**src/rtl/mem_access_unit.sv**
```systemverilog
// Data-memory access unit: one load/store per Avalon-style bus transaction, with byte-lane
// steering and load extension. Define MEM_ACCESS_ALIGN_CHECK_EN to trap misaligned accesses.
module mem_access_unit (
    input  logic        clk,
    input  logic        reset_n,
    input  logic        start,
    input  logic [5:0]  opcode,
    input  logic [31:0] addr,
    input  logic [31:0] store_data,
    output logic        busy,
    output logic        done,
    output logic [31:0] load_data,
    output logic        misaligned,
    output logic [31:0] avm_address,
    output logic        avm_read,
    output logic        avm_write,
    output logic [31:0] avm_writedata,
    output logic [3:0]  avm_byteenable,
    input  logic [31:0] avm_readdata,
    input  logic        avm_waitrequest
);

    localparam int unsigned OP_W   = 6;
    localparam int unsigned DATA_W = 32;
    localparam int unsigned BE_W   = 4;

    // MIPS I load/store opcodes
    localparam logic [OP_W-1:0] OPCODE_LB  = 6'h20;
    localparam logic [OP_W-1:0] OPCODE_LH  = 6'h21;
    localparam logic [OP_W-1:0] OPCODE_LW  = 6'h23;
    localparam logic [OP_W-1:0] OPCODE_LBU = 6'h24;
    localparam logic [OP_W-1:0] OPCODE_LHU = 6'h25;
    localparam logic [OP_W-1:0] OPCODE_SB  = 6'h28;
    localparam logic [OP_W-1:0] OPCODE_SH  = 6'h29;
    localparam logic [OP_W-1:0] OPCODE_SW  = 6'h2B;

    typedef enum logic [1:0] {
        IDLE  = 2'd0,
        READ  = 2'd1,
        WRITE = 2'd2,
        DONE  = 2'd3
    } state_t;

    state_t              state_q;
    state_t              state_d;
    logic [OP_W-1:0]     op_q;
    logic [1:0]          lane_q;

    logic                is_load_c;
    logic                is_store_c;
    logic                is_byte_c;
    logic                is_half_c;
    logic                misalign_c;
    logic                accept_c;
    logic                rd_done_c;
    logic [BE_W-1:0]     be_c;
    logic [DATA_W-1:0]   wdata_c;
    logic [7:0]          rd_byte_c;
    logic [15:0]         rd_half_c;
    logic [DATA_W-1:0]   ext_c;

    // Request decode
    always_comb begin
        is_load_c  = 1'b0;
        is_store_c = 1'b0;
        is_byte_c  = 1'b0;
        is_half_c  = 1'b0;
        unique case (opcode)
            OPCODE_LB, OPCODE_LBU: begin is_load_c  = 1'b1; is_byte_c = 1'b1; end
            OPCODE_LH, OPCODE_LHU: begin is_load_c  = 1'b1; is_half_c = 1'b1; end
            OPCODE_LW:             begin is_load_c  = 1'b1; end
            OPCODE_SB:             begin is_store_c = 1'b1; is_byte_c = 1'b1; end
            OPCODE_SH:             begin is_store_c = 1'b1; is_half_c = 1'b1; end
            OPCODE_SW:             begin is_store_c = 1'b1; end
            default:               ;
        endcase
    end

`ifdef MEM_ACCESS_ALIGN_CHECK_EN
    always_comb begin
        misalign_c = 1'b0;
        if (is_half_c)
            misalign_c = addr[0];
        else if (!is_byte_c)
            misalign_c = (addr[1:0] != 2'b00);
    end
`else
    assign misalign_c = 1'b0;
`endif

    // Byte-lane steering; stores replicate the datum across all lanes
    always_comb begin
        be_c    = 4'b1111;
        wdata_c = store_data;
        if (is_byte_c) begin
            be_c    = 4'b0001 << addr[1:0];
            wdata_c = {4{store_data[7:0]}};
        end else if (is_half_c) begin
            be_c    = addr[1] ? 4'b1100 : 4'b0011;
            wdata_c = {2{store_data[15:0]}};
        end
    end

    assign accept_c  = start && ((state_q == IDLE) || (state_q == DONE)) && (is_load_c || is_store_c);
    assign rd_done_c = (state_q == READ) && !avm_waitrequest;

    // Next-state logic
    always_comb begin
        state_d = state_q;
        unique case (state_q)
            IDLE, DONE: begin
                if (state_q == DONE)
                    state_d = IDLE;
                if (accept_c) begin
                    if (misalign_c)
                        state_d = DONE;
                    else if (is_load_c)
                        state_d = READ;
                    else
                        state_d = WRITE;
                end
            end
            READ, WRITE: begin
                if (!avm_waitrequest)
                    state_d = DONE;
            end
            default: state_d = IDLE;
        endcase
    end

    // Load extraction from the lane captured at accept
    always_comb begin
        unique case (lane_q)
            2'd0:    rd_byte_c = avm_readdata[7:0];
            2'd1:    rd_byte_c = avm_readdata[15:8];
            2'd2:    rd_byte_c = avm_readdata[23:16];
            default: rd_byte_c = avm_readdata[31:24];
        endcase
        rd_half_c = lane_q[1] ? avm_readdata[31:16] : avm_readdata[15:0];
        ext_c     = avm_readdata;
        unique case (op_q)
            OPCODE_LB:  ext_c = {{24{rd_byte_c[7]}}, rd_byte_c};
            OPCODE_LBU: ext_c = {24'h000000, rd_byte_c};
            OPCODE_LH:  ext_c = {{16{rd_half_c[15]}}, rd_half_c};
            OPCODE_LHU: ext_c = {16'h0000, rd_half_c};
            default:    ext_c = avm_readdata;
        endcase
    end

    // State and registered outputs
    always_ff @(posedge clk or negedge reset_n) begin
        if (!reset_n) begin
            state_q        <= IDLE;
            op_q           <= '0;
            lane_q         <= '0;
            busy           <= 1'b0;
            done           <= 1'b0;
            misaligned     <= 1'b0;
            load_data      <= '0;
            avm_address    <= '0;
            avm_read       <= 1'b0;
            avm_write      <= 1'b0;
            avm_writedata  <= '0;
            avm_byteenable <= '0;
        end else begin
            state_q    <= state_d;
            busy       <= (state_d == READ) || (state_d == WRITE);
            avm_read   <= (state_d == READ);
            avm_write  <= (state_d == WRITE);
            done       <= (state_d == DONE);
            misaligned <= accept_c && misalign_c;
            if (accept_c) begin
                op_q           <= opcode;
                lane_q         <= addr[1:0];
                avm_address    <= {addr[31:2], 2'b00};
                avm_byteenable <= be_c;
                avm_writedata  <= wdata_c;
            end
            if (rd_done_c)
                load_data <= ext_c;
        end
    end

endmodule

```
**config.mk**
```make
export PLATFORM = sky130hd
export DESIGN_NAME = mem_access_unit
export DESIGN_NICKNAME = d
export VERILOG_FILES = /design/src/rtl/mem_access_unit.sv
export SDC_FILE = /design/constraint.sdc
export NUM_CORES = 1
export LEC_CHECK = 0
export CAP_MARGIN = 20
export CORE_UTILIZATION = 41
export DETAILED_ROUTE_END_ITERATION = 8
export PLACE_DENSITY = 0.75
export SLEW_MARGIN = 30
export SYNTH_ARGS = -nofsm -noshare
export SYNTH_HDL_FRONTEND = slang
export SYNTH_SLANG_ARGS = --single-unit
```
**constraint.sdc**
```tcl
create_clock -name clk -period 3.6 [get_ports clk]
set_input_delay 0.54 -clock clk [delete_from_list [all_inputs] [get_ports clk]]
set_output_delay 0.54 -clock clk [all_outputs]
set_load 0.05 [all_outputs]
```
* Word-level counts from Yosys, hierarchy flattened
Cells that the tools add are included.
** Storage, ports and cells
- Flip-flop bits (word level) :: 112
- Input port bits :: 106
- Output and inout port bits :: 105
- Logic and storage cells :: 64
** Cells by class
- Equality and inequality tests :: 20
- Shift operators :: 1
- Mux-type cells :: 17
- Reductions and logical operators :: 15
** Operator list (count)
- case mux 32 bit (4 select lines) :: 1
- equality test 6 bit (second input constant) :: 12
- 2-to-1 mux 32 bit :: 2
- case mux 8 bit (3 select lines) :: 1
- 2-to-1 mux 16 bit :: 1
- 2-to-1 mux 4 bit :: 3
- equality test 2 bit (second input constant) :: 5
- OR reduction 3 bit :: 3
- 2-to-1 mux 2 bit :: 4
- equality test 2 x 1 -> 1 bit (second input constant) :: 3
- OR reduction 5 bit :: 1
- logical NOT 2 bit :: 2
- 2-to-1 mux 1 bit :: 4
- case mux 2 bit (2 select lines) :: 1
- OR reduction 2 bit :: 2
- left shift 1 x 2 -> 4 bit (first input constant) :: 1
- logical AND 1 bit :: 3
- logical OR 1 bit :: 3
- logical NOT 1 bit :: 1

* Longest topological paths before layout
- Word-level depth :: 9
- Mapped depth :: 9
- Depth with buffers taken out :: 8

* Worst setup path before layout
Ideal clock, no wire load.
- Path kind :: reg2reg
- From :: reg state_q[0]
- To :: reg busy
- Setup time :: 0.113 ns
- Arrival :: 1.946 ns
- Data required time :: 3.487 ns
- Path slack :: 1.541 ns
- Stages on the path, launching flop included :: 9
- Path buffers :: 0
- Clock period less this slack :: 2.059 ns
- Cell sequence :: dfrtp_1 > inv_1 > ha_1 > nand4b_1 > o21bai_1 > and3_1 > or3_1 > ha_1 > inv_1
** On the way
- Word-level cells in the longest chain between the ends :: 8
- Elaborated cells between the ends (all ways) :: 16
- Classes of those cells :: eq/ne: 5; mux: 4; reduce/logical: 7
** RTL lines
- start, declared :: line 44 : state_t state_q;
- start signal, assigned :: line 166 : state_q <= state_d;
- equality test 2 bit / logical NOT 2 bit (equally long branches) :: line 104, 110, 112
- logical OR 1 bit :: line 104 : assign accept_c = start && ((state_q == IDLE) || (state_q == DONE)) && (is_load_c || is_store_c);
- logical AND 1 bit (2 in series) :: line 104
- 2-to-1 mux 2 bit :: line 114 : if (accept_c) begin
- case mux 2 bit (2 select lines) (*) :: line 110 : unique case (state_q)
- equality test 2 x 1 -> 1 bit / equality test 2 bit (equally long branches) :: line 167 : busy <= (state_d == READ) || (state_d == WRITE);
- logical OR 1 bit (*) :: line 167
- end signal, assigned :: line 167
- end, declared :: line 10 : output logic busy,
Mark *: on every way between the ends. The rest lies on a longest branch, timed or not.
A chain may end at the register's enable or synchronous reset.

* Worst setup path after layout
- From :: reg op_q[3]
- To :: reg load_data[1]
** On the way
- Word-level cells in the longest chain between the ends :: 2
- Elaborated cells between the ends (all ways) :: 5
- Classes of those cells :: eq/ne: 4; mux: 1
** RTL lines
- start, declared :: line 46 : logic [OP_W-1:0] op_q;
- start signal, assigned :: line 173 : op_q <= opcode;
- equality test 6 bit :: line 141 : unique case (op_q)
- case mux 32 bit (4 select lines) (*) :: line 141
- end signal, assigned :: line 180 : load_data <= ext_c;
- end, declared :: line 12 : output logic [31:0] load_data,
Marks and branches as above.

==> reports/summary.md <==
The number of hold buffers added after CTS was 0. Dividing the detail-routed via count by the number of cells gives 5.27. TritonCTS created 9 clock buffers. The cell area after technology mapping was 5260 sq um. Clock skew on the completed layout was measured at 0.00875 ns. TritonCTS built the clock tree. The critical path data required time is 3.87 ns, and the initial antenna violation count is 0.

Synthesis handed over a netlist of 478 instances. The tool flagged a number of max-cap violations equal to 0. The library cell with the highest instance count after synthesis is sky130_fd_sc_hd__dfrtp_1. The tools report the final antenna-violating net count as 0. The tools report the endpoint of the most critical register-to-register path as load_data[1]. In the final timing run, aggregate negative setup slack is 0 ns.

The number of enable flip-flop cells after synthesis is 0, and the number of global-route vias before repair is 4,644. Setup violations remaining at the end of the flow were counted as 0. In the final routed layout, each cell accounts on average for 17.4 um. The floorplan has 41 rows. For this run, the number of Yosys warnings is 0. The run gives 0 as the residual DRC count. The register-to-register setup slack is 1.28 ns, and the share of the synthesized area in the top cell type is 53.3%.

After synthesis the netlist holds a flip-flop and latch count of 112. The sum of overflow across all layers after global routing is 0. The signal on the critical path passes through or4b_1, buf_4, nor2_2, nand2_1, a41oi_1. Along the worst path, the maximum fanout reaches 20. The first routing iteration left 345 violations. Among all stages on the critical path, the largest delay is contributed by sky130_fd_sc_hd__or4b_1. The critical path capture point type is a flop.

The CTS clock-pin slew for the worst setup and hold paths came out at 0.07 ns. The tools report the maximum clock insertion buffer count as 2. The largest single stage delay on the critical path is 0.89 ns. The area added between synthesis and finish is 48.4%, and the area enclosed by the die boundary is 13,300 sq um.

At the end of routability-driven placement, the weighted congestion stood at 0.853. Synthesis instantiated 43 different standard cells from the library. The synthesized design spends more area on one cell type than any other, namely sky130_fd_sc_hd__dfrtp_1. Entering global routing, the biggest net connects 86 pins.

The latest clock arrival within the worst-skew pair is 0.36 ns, and the post-layout minimum cycle time is 2.32 ns. The mean instance size in the synthesized netlist is 11.0 sq um, and the post-CTS repair timing setup buffer count is 0. The power density of the placed cells was 1020 nW/um^2. The logs give 3 for the depth of the CTS H-tree and 211 for the number of top-level pins. The run gives 0 as the final hold violation count. The number of gates resized after CTS was 0. The leading register cell type out of synthesis is sky130_fd_sc_hd__dfrtp_1.

The final number of max-transition violations was 0. By startpoint and endpoint, the worst setup path is classified as flop to flop. The die is 115 um tall.

The worst register-to-register path begins at op_q[3]. After synthesis, the cell types taking the most area are sky130_fd_sc_hd__dfrtp_1 53%, sky130_fd_sc_hd__mux2_2 11%, sky130_fd_sc_hd__nand2_1 5.0%. Slew at the pin with the worst max-slew slack: 0.976 ns.

Type of the tightest min-delay check: primary input to async pin. STA classifies the critical path startpoint as a flop. After floorplanning, the core was sized to cover 12,600 sq um. Setup repair after global routing left no endpoint under its margin. The final period utilization was 64.6%. The pre-antenna-repair detailed-routing pass consisted of 5 iterations. Total detailed-routing wirelength: 14.8 mm.

The wire length of the first global-routing pass was 23.3 mm. Summed over all cells, the static leakage comes to 3.41 nW. The highest ir drop seen on vdd came out at 0.663 mV. The sequential area share after synthesis is 53.3%, and the overall routing resource usage is 23.1%. For the worst setup path, the data arrival time is 2.59 ns. Detailed placement finished with a half-perimeter wire length of 10.8 mm.

For this configuration, the core starts out at a cell density of 41.9%. The relative slew slack is 34.8%, and the design area is 7800 sq um. The share of synthesized registers carrying an async set or reset was 100%; the total via count in the routed design was 4,477. The top achievable clock speed came out at 0.430 GHz. Of the cells placed in the final design, the portion with a size suffix greater than 1 is 13.7%. The repair_antennas step left the layout with diodes totalling 0. The flow ran to the end, and the final reports show no timing, DRC or antenna violations.

During placement, the flow inserted port buffers numbering 207. The commonest cells after synthesis are 112 x sky130_fd_sc_hd__dfrtp_1, 70 x sky130_fd_sc_hd__nand2_1, 50 x sky130_fd_sc_hd__mux2_2, 37 x sky130_fd_sc_hd__nor2_1, 33 x sky130_fd_sc_hd__a21oi_1. The clock drives 112 sinks. The total cell area at the placement stage is 7480 sq um. Counting cells, the worst reg-to-reg path comes to 5. The tree is rooted in a sky130_fd_sc_hd__clkbuf_16. After the last flow step, the layout net total stands at 784. From left edge to right edge, the die measures 115 um.
placed cells by master (no fill, tap or decap), types with 2 or more instances in the layout:
master,netlist,layout
sky130_fd_sc_hd__nand2_1,70,70
sky130_fd_sc_hd__nor2b_1,3,2
sky130_fd_sc_hd__and2_1,2,2
sky130_fd_sc_hd__clkbuf_16,0,9
sky130_fd_sc_hd__a41oi_1,6,6
sky130_fd_sc_hd__o21ai_0,30,30
sky130_fd_sc_hd__a31oi_1,8,8
sky130_fd_sc_hd__nand2b_1,7,7
sky130_fd_sc_hd__or3_1,2,2
sky130_fd_sc_hd__mux4_2,8,8
sky130_fd_sc_hd__or2_2,3,3
sky130_fd_sc_hd__clkdlybuf4s50_1,0,206
sky130_fd_sc_hd__bufinv_16,0,2
sky130_fd_sc_hd__mux2_2,50,50
sky130_fd_sc_hd__a32oi_1,7,7
sky130_fd_sc_hd__o22ai_1,2,2
sky130_fd_sc_hd__nand3_1,9,9
sky130_fd_sc_hd__a21oi_1,33,33
sky130_fd_sc_hd__ha_1,5,5
sky130_fd_sc_hd__nor2_1,37,37
sky130_fd_sc_hd__inv_1,6,6
sky130_fd_sc_hd__dfrtp_1,112,112
sky130_fd_sc_hd__buf_4,5,8
sky130_fd_sc_hd__inv_6,0,2
sky130_fd_sc_hd__mux2i_1,26,26
sky130_fd_sc_hd__conb_1,1,3
layout make-up:
cell class                      instances  area (sq um)
Clock inverter                          6          91.3
Tap cell                              172           215
Sequential cell                       112          2800
Timing Repair Buffer                  216          2150
Clock buffer                           10           229
Inverter                                6          22.5
Fill cell                            1044          4760
Multi-Input combinational cell        328          2290
stage by stage:
step                      hold WS [ns]  utilization, %  setup slack [ns]  cells  power (mW)
final                            0.211            62.1              1.28    850        7.98
after global placement           0.461            59.5             0.938    834        6.81
after floorplan                  0.244               -              1.54    480        5.29
after detailed placement         0.471            59.6             0.892    834        6.92
after CTS                        0.273            62.1              1.27    850        8.03
after global routing             0.297            62.1              1.14    850        8.37
cell families after synthesis:
kind of cell / after synthesis / synth area share (%)
DFF: 112 / 53.3
AOI/OAI and AO/OA: 94 / 10.8
muxes: 84 / 19.1
buffers and inverters: 40 / 3.57
and+or+nand+nor: 142 / 12.0
other: 1 / 0.0713
adders and majority gates: 5 / 1.19
where the power goes:
part           leakage [nW]  total [mW]  internal, mW  switching (mW)
Clock                 0.157        1.08         0.616           0.469
Sequential             1.33        2.28          1.87           0.414
Combinational          1.92        4.62          1.63            2.99
Total                  3.41        7.98          4.11            3.87
worst max-delay path, delay by kind of cell, from the launching register on:
family          cells  cell delay [ns]
compound gates      1             0.19
simple gates        3             1.28
flops               1             0.40
buf+inv             1             0.35
registers in the layout, summed over array words and instances (netlist names):
signal          cells
load_data          32
avm_address        30
avm_read            1
avm_write           1
state_q             2
avm_byteenable      4
done                1
busy                1
op_q                6
lane_q              2
avm_writedata      32
routing by layer:
layer  vias up  global-route usage [%]  part of all wire (%)
li1       2064                       -                     -
met3        27                    6.11                   8.6
met1      2170                    27.7                    40
met5         -                       0                     0
met2       216                    38.8                    49
met4         0                    10.6                   2.7
worst max-delay path by stage:
stage / depth (start not counted) / to / slack [ns] / startpoint
6_report: 5 / load_data[1] / 1.28 / op_q[3]
5_1_grt: 5 / load_data[6] / 1.14 / op_q[3]
4_1_cts: 8 / busy / 1.27 / opcode[0]
3_5_place_dp: 8 / busy / 0.89 / opcode[0]
3_3_place_gp: 8 / busy / 0.94 / opcode[0]
2_1_floorplan: 8 / busy / 1.54 / state_q[0]
Power figures use the tool's default switching activity.
